<file path="config.mk">
export PLATFORM = sky130hd
export DESIGN_NAME = serial_adder
export DESIGN_NICKNAME = d
export VERILOG_FILES = /design/src/rtl/serial_adder_pkg.sv /design/src/rtl/serial_adder_full_adder_cell.sv /design/src/rtl/serial_adder.sv
export SDC_FILE = /design/constraint.sdc
export NUM_CORES = 1
export LEC_CHECK = 0
export CAP_MARGIN = 20
export CORE_ASPECT_RATIO = 2
export CORE_UTILIZATION = 30
export DETAILED_ROUTE_END_ITERATION = 10
export GPL_TIMING_DRIVEN = 1
export MAX_ROUTING_LAYER = met4
export SLEW_MARGIN = 20
export SYNTH_ARGS = -nofsm -noshare
export SYNTH_HDL_FRONTEND = slang
export SYNTH_SLANG_ARGS = --single-unit
</file>
<file path="constraint.sdc">
create_clock -name clk -period 4.4 [get_ports clk]
set_input_delay 0.88 -clock clk [delete_from_list [all_inputs] [get_ports clk]]
set_output_delay 0.88 -clock clk [all_outputs]
set_load 0.05 [all_outputs]
</file>
<file path="src/rtl/serial_adder_pkg.sv">
// -----------------------------------------------------------------------------
// serial_adder_pkg
// Shared definitions for the bit-serial adder/subtractor.
//   DEFAULT_WIDTH : default operand/result width in bits
//   state_t       : control FSM state encoding (IDLE / RUN / DONE)
// -----------------------------------------------------------------------------
package serial_adder_pkg;

    localparam int DEFAULT_WIDTH = 8;

    typedef enum logic [1:0] {
        ST_IDLE = 2'd0,
        ST_RUN  = 2'd1,
        ST_DONE = 2'd2
    } state_t;

endpackage : serial_adder_pkg

</file>
<file path="src/rtl/serial_adder_full_adder_cell.sv">
// -----------------------------------------------------------------------------
// full_adder_cell
// One-bit full adder used as the serial datapath bit.
//   x, y  : operand bits
//   cin   : carry in
//   sum   : x ^ y ^ cin
//   cout  : majority(x, y, cin)
// -----------------------------------------------------------------------------
module full_adder_cell (
    input  logic x,
    input  logic y,
    input  logic cin,
    output logic sum,
    output logic cout
);

    assign sum  = x ^ y ^ cin;
    assign cout = (x & y) | (x & cin) | (y & cin);

endmodule : full_adder_cell

</file>
<file path="src/rtl/serial_adder.sv">
// -----------------------------------------------------------------------------
// serial_adder
// Bit-serial adder/subtractor, one bit per clock, LSB first.
//   clk    : clock, rising edge
//   rst_n  : synchronous active-low reset
//   start  : begin an operation (accepted only in IDLE)
//   sub    : 0 = a + b + cin, 1 = a - b
//   a, b   : operands
//   cin    : carry in (add mode only)
//   busy   : high for the WIDTH cycles the bits are being processed
//   done   : one-cycle pulse, sum/cout/ovf valid from this cycle on
//   sum    : registered result, modulo 2^WIDTH
//   cout   : carry out of the MSB (subtract: 1 = no borrow)
//   ovf    : two's-complement signed overflow
// -----------------------------------------------------------------------------
module serial_adder
    import serial_adder_pkg::*;
#(
    parameter int WIDTH = DEFAULT_WIDTH
) (
    input  logic             clk,
    input  logic             rst_n,
    input  logic             start,
    input  logic             sub,
    input  logic [WIDTH-1:0] a,
    input  logic [WIDTH-1:0] b,
    input  logic             cin,
    output logic             busy,
    output logic             done,
    output logic [WIDTH-1:0] sum,
    output logic             cout,
    output logic             ovf
);

    localparam int               CNT_W    = $clog2(WIDTH);
    localparam logic [CNT_W-1:0] LAST_BIT = CNT_W'(WIDTH - 1);

    state_t           r_state;
    state_t           w_next_state;

    // Operand shift registers; subtract mode is folded in at load time by
    // storing ~b and forcing the initial carry to 1, so no mode bit is kept.
    logic [WIDTH-1:0] r_a;
    logic [WIDTH-1:0] r_b;
    // Result bits collected so far; the final bit arrives straight from the
    // cell on the last RUN cycle, so only WIDTH-1 bits need storing.
    logic [WIDTH-2:0] r_acc;
    logic [WIDTH-1:0] w_acc_next;

    logic             r_carry;
    logic [CNT_W-1:0] r_cnt;
    logic [WIDTH-1:0] r_sum;
    logic             r_cout;
    logic             r_ovf;

    logic             w_accept;
    logic             w_last;
    logic             w_sum_bit;
    logic             w_carry_out;

    full_adder_cell u_fa (
        .x    (r_a[0]),
        .y    (r_b[0]),
        .cin  (r_carry),
        .sum  (w_sum_bit),
        .cout (w_carry_out)
    );

    // ---------------------------------------------------------------- FSM
    // NOTE: sequential state uses non-blocking assignments so every register
    // samples the pre-edge values, independent of process ordering.
    always_ff @(posedge clk) begin
        if (!rst_n) begin
            r_state <= ST_IDLE;
        end else begin
            r_state <= w_next_state;
        end
    end

    // NOTE: every always_comb output gets a default first; a path that skips
    // an assignment would otherwise infer a latch.
    always_comb begin
        w_next_state = r_state;
        case (r_state)
            ST_IDLE: if (start)  w_next_state = ST_RUN;
            ST_RUN:  if (w_last) w_next_state = ST_DONE;
            ST_DONE:             w_next_state = ST_IDLE;
            default:             w_next_state = ST_IDLE;
        endcase
    end

    always_comb begin
        busy     = (r_state == ST_RUN);
        done     = (r_state == ST_DONE);
        // start is only looked at in IDLE, so it cannot disturb RUN or DONE.
        w_accept = (r_state == ST_IDLE) && start;
        w_last   = (r_state == ST_RUN) && (r_cnt == LAST_BIT);
    end

    // ---------------------------------------------------------- datapath
    assign w_acc_next = {w_sum_bit, r_acc};

    // Control-visible state: cleared by reset so an aborted run leaves
    // all outputs at zero.
    always_ff @(posedge clk) begin
        if (!rst_n) begin
            r_cnt   <= '0;
            r_carry <= 1'b0;
            r_sum   <= '0;
            r_cout  <= 1'b0;
            r_ovf   <= 1'b0;
        end else if (w_accept) begin
            r_cnt   <= '0;
            r_carry <= sub ? 1'b1 : cin;
        end else if (busy) begin
            r_cnt   <= r_cnt + CNT_W'(1);
            r_carry <= w_carry_out;
            if (w_last) begin
                r_sum  <= w_acc_next;
                r_cout <= w_carry_out;
                // r_carry still holds the carry into the MSB here.
                r_ovf  <= r_carry ^ w_carry_out;
            end
        end
    end

    // NOTE: the shift registers carry no reset; they are always reloaded on
    // accept before being read, so resetting them would only add cost.
    always_ff @(posedge clk) begin
        if (w_accept) begin
            r_a <= a;
            r_b <= sub ? ~b : b;
        end else if (busy) begin
            r_a   <= r_a >> 1;
            r_b   <= r_b >> 1;
            r_acc <= w_acc_next[WIDTH-1:1];
        end
    end

    assign sum  = r_sum;
    assign cout = r_cout;
    assign ovf  = r_ovf;

endmodule : serial_adder

</file>
# Yosys cells after proc, flatten, opt, wreduce, memory -nomap -nowiden

Index checks and enable logic that the tools add are counted.

Register bits after elaboration: 39
Input bits: 21
Output and inout port bits: 12
Logic and storage cells: 45

Add/subtract/negate cells: 1
Equality and inequality tests: 5
Multiplexer cells: 11
Bitwise logic cells: 11
Reductions and logical operators: 8

Operators by type and width:

| operator                                            | count |
|---|---|
| 2-to-1 mux 8 bit                                    | 5 |
| NOT 8 bit                                           | 1 |
| 2-to-1 mux 2 bit                                    | 2 |
| case mux 2 bit (2 select lines)                     | 1 |
| AND reduction 2 bit                                 | 2 |
| adder 3 x 1 -> 3 bit, second input constant         | 1 |
| AND 1 bit                                           | 3 |
| equality test 3 bit, second input constant          | 1 |
| 2-to-1 mux 1 bit                                    | 3 |
| AND reduction 3 bit                                 | 1 |
| XOR 1 bit                                           | 3 |
| equality test 2 x 1 -> 1 bit, second input constant | 1 |
| equality test 2 bit, second input constant          | 1 |
| logical AND 1 bit                                   | 2 |
| logical NOT 2 bit                                   | 1 |
| != test 2 x 1 -> 1 bit, second input constant       | 1 |
| != test 2 bit, second input constant                | 1 |
| NOT 1 bit                                           | 2 |
| OR 1 bit                                            | 2 |
| nonzero test 2 bit                                  | 1 |
| OR reduction 2 bit                                  | 1 |

# Longest topological paths before layout

Depth in word-level cells: 5
Gate-level depth with buffers: 6
Mapped depth without buffers: 5

# Hierarchy

From an unflattened synthesis, not the netlist that was laid out.

Cell total of the unflattened synthesis: 150
Area total of the unflattened synthesis: 1,661.6 um^2

Modules (own cells, without submodules):

| module          | times used | cells each | area each (um^2) | seq. area each (um^2) |
|---|---|---|---|---|
| serial_adder    | 1          | 149        | 1,641.6          | 1,011.0 |
| full_adder_cell | 1          | 1          | 20.0             | 0.0 |

# Worst setup path after synthesis

OpenSTA, ideal clock, no wires.

Kind: input port to flip-flop
Start point: input port start
End point: register r_a[0] (enable)
Library setup time: 0.373 ns
Data arrival time: 1.746 ns
Required time: 4.027 ns
Path slack: 2.281 ns
Cell stages on the path: 3
Buffers on the path: 1
Path through: or3b_1 > buf_6 > nand2_1

Longest elaborated chain between the ends: 2

Ends and longest elaborated chain:

| element                      | line                | source |
|---|---|---|
| from (decl)                  | serial_adder.sv:23  | `input logic start,` |
| logical AND 1 bit            | serial_adder.sv:96  | `w_accept = (r_state == ST_IDLE) && start;` |
| nonzero test 2 bit (no line) | n/a                 |  |
| to (signal assigned)         | serial_adder.sv:134 | `r_a <= r_a >> 1;` |
| to (decl)                    | serial_adder.sv:43  | `logic [WIDTH-1:0] r_a;` |

No other way between the ends.
A chain may end at the register's enable or synchronous reset.

# Worst setup path in the final report

Start point: register r_state[0]
End point: output port busy

Longest elaborated chain between the ends: 1

Ends and longest elaborated chain:

| element                      | line               | source |
|---|---|---|
| from (decl)                  | serial_adder.sv:38 | `state_t r_state;` |
| from (signal assigned)       | serial_adder.sv:76 | `r_state <= w_next_state;` |
| equality test 2 x 1 -> 1 bit | serial_adder.sv:93 | `busy = (r_state == ST_RUN);` |
| to (decl)                    | serial_adder.sv:28 | `output logic busy,` |

No other way between the ends.

==> flow_summary.yaml <==
status:
  status: "completed"
die:
  start_util_pct: 30.93
  coreArea_um2: 5373
  die_width_um: 54.63
  die_h_um: 107.3
  dieArea_um2: 5859
  rows: 38
  io_pins: 33
logic_synthesis:
  synth_compound_area_share_pct: 9.940
  yosysMostFrequentCell: "nand2_1"
  yosys.area_share.simple_pct: 17.47
  syn-cell-area_um2: 1662
  synth_top_area_cell: "edfxtp_1"
  ys_types: 25
  avgSynthCellArea_um2: 11.08
  synthMuxAreaShare_pct: 0
  synthFlopType: "edfxtp_1"
  yosys.area_share.adder_pct: 2.711
  synth-seq-cells: 39
  synth-async-reset-ratio_pct: 0
  synth_seq_area_share_pct: 60.84
  synth_edf_count: 23
  synth_top_family_by_area: "simple AND/OR/NAND/NOR gates"
  synth_xor_area_share_pct: 5.271
  yosys-top-cells-count: "55 x nand2_1, 23 x edfxtp_1, 16 x dfxtp_1, 10 x xnor2_1, 9 x a21boi_0"
  synth_top_area_share_pct: 41.57
  syn-num-nets: 174
  syn_inst: 150
  synthTopCellsByArea: "edfxtp_1 42%, dfxtp_1 19%, nand2_1 12%"
  ys_warn_count: 0
power_and_ir_drop:
  switching_share_pct: 21.83
  switchingPower_mw: 0.1765
  p_int_mw: 0.6321
  max-vdd-ir-drop_uv: 231.0
  powerDensity_nw_per_um2: 384.0
  combPwrFrac_pct: 10.8
  cellLeakagePower_nw: 0.7779
  p_total_mw: 0.8086
  clkPwrFrac_pct: 35.2
  p_seq_share_pct: 54.0
global_route:
  track_usage_pct: 11.68
  grt_max_degree: 26
  grt_overflow_total: 0
  grt_pass1_vias: 1074
  antenna_found_initial: 0
  grt_pass1_wl_mm: 4.692
sta:
  setup_violations: 0
  rsz0062_at_grt: "false"
  max_slew_margin_pct: 43.06
  worst-slew-pin-transition_ns: 0.8540
  period_minus_slack_ns: 3.192
  hold_violations: 0
  slew_viol_final: 0
  fin_setup_tns_ns: 0
  finalClockSkew_ns: 0.008791
  period_share_pct: 72.55
  fmax_ghz: 0.3133
clock_tree:
  cts_resized: 0
  max-clock-path-buffers: 2
  cts_buffers: 5
  cts_max_level: 2
  insertion_delay_ns: 0.29
  cts_tree: "done"
  clkTransAtPathRegs_ns: 0.07
  cts_hold_buf: 0
  cts_setup_buffers: 0
  cts.sinks: 39
  cts_root_buf: "clkbuf_8"
worst_setup_path:
  critPathCapture: "busy"
  r2r-end: "r_b[1]"
  startpoint: "r_state[0]"
  arrival_ns: 2.31
  cp_max_fo: 11
  cp-end-kind: "output pin"
  reg2reg_depth: 2
  rr_startpoint: "r_state[0]"
  start_kind: "flip-flop"
  path_class: "flip-flop to output pin"
  r2r_slack_ns: 2.10
  crit_required_ns: 3.52
layout:
  fillCellCount: 522
  final_nets: 206
  syn_to_final_growth_pct: 26.73
  n_antenna_cell: 0
  layout-drive-gt1-share_pct: 7.104
  utilization_pct: 39.19
routing:
  drt_iter0_drc: 28
  wire_per_inst_um: 11.49
  firstDrtPassIters: 4
  vias: 1085
  routed_wl_mm: 2.792
  drc_errors: 0
  drtAntennaViolNets: 0
  viasPerCell: 4.465
placed_design:
  gp_congestion: 0.7202
  port-buffer-count: 32
  dp_hpwl_mm: 2.004
job:
  maxCapViolations: 0
hold_path:
  hold_path.class: "flip-flop to flip-flop"
==> flip-flops by register name, summed over array words and instances (netlist names) <==
| name | count |
|---|---|
| r_cnt | 3 |
| sum | 8 |
| r_state | 2 |
| r_a | 8 |
| r_acc | 7 |
| ovf | 1 |
| r_b | 8 |
| r_carry | 1 |
| cout | 1 |
==> power by group through the flow <==
stage	sequential [mW]	clock (mW)	combinational [mW]
2_1_floorplan	0.439	0	0.0647
3_3_place_gp	0.444	0	0.0875
3_5_place_dp	0.445	0	0.0899
4_1_cts	0.437	0.294	0.0897
5_1_grt	0.440	0.314	0.0988
6_report	0.436	0.285	0.0873
==> through the flow <==
step                hold WS (ns)  instances  cell area (um^2)  setup WS, ns
global placement          0.4320        235              1998         1.222
CTS                       0.4552        243              2106         1.177
global route              0.4716        243              2106         1.053
floorplan                 0.4262        150              1662         2.281
finish                    0.4538        243              2106         1.208
detailed placement        0.4387        235              1998         1.183
==> area by class of cell <==
type	count	area (um^2)	share of cell area (%)
Sequential cell	39	1011	48.01
Multi-Input combinational cell	103	588.1	27.93
Timing Repair Buffer	32	320.3	15.21
Tap cell	60	75.07	3.565
Clock buffer	5	68.82	3.268
Clock inverter	3	38.79	1.842
Inverter	1	3.754	0.1783
==> cell usage in the layout, fill, tap and decap left out, drive strengths merged <==
master / synthesis / routed
and2: 3 / 3
nand3b: 1 / 1
nand2: 55 / 55
clkinv: 0 / 2
nor2b: 2 / 2
clkdlybuf4s50: 0 / 32
dfxtp: 16 / 16
edfxtp: 23 / 23
fa: 1 / 1
clkbuf: 1 / 5
o211a: 1 / 1
o2bb2ai: 1 / 1
o21ai: 10 / 10
inv: 1 / 1
a21oi: 2 / 2
bufinv: 0 / 1
nor2: 2 / 2
xnor2: 10 / 10
nor3b: 1 / 1
or2b: 1 / 1
a21boi: 9 / 9
or3b: 1 / 1
ha: 2 / 2
and3b: 1 / 1
==> critical path, cell delays in order (launching register included) <==
cell and delay [ns]:
dfxtp_1 0.48, or2b_1 0.32, inv_1 0.34, clkdlybuf4s50_1 0.88
==> worst min path at each step <==
stage / startpoint / to / slack (ns) / cells after the start
3_5_place_dp: r_acc[1] / r_acc[0] / 0.44 / 0
2_1_floorplan: r_acc[1] / r_acc[0] / 0.43 / 0
6_report: r_acc[1] / r_acc[0] / 0.45 / 0
5_1_grt: r_acc[1] / r_acc[0] / 0.47 / 0
4_1_cts: r_acc[1] / r_acc[0] / 0.46 / 0
3_3_place_gp: r_acc[1] / r_acc[0] / 0.43 / 0
==> cells by family (layout without fill, tap and decap cells) <==
group           count (synthesis)  in the layout
simple gates                   67             67
flops                          39             39
compound gates                 23             23
xor+xnor                       10             10
buf+inv                         8             41
fa+ha+maj                       3              3
==> layer usage <==
layer  up-vias  track usage (%)  wire length (um)  part of all wire [%]
li1        561                -                 -                     -
met1       489            12.68              1173                    42
met2        33            18.16              1480                    53
met3         2            4.237               111                   4.0
met4         0            5.495                27                  0.97
met5         -                -                 0                     0
No activity file was read; power rests on OpenSTA's default activity.
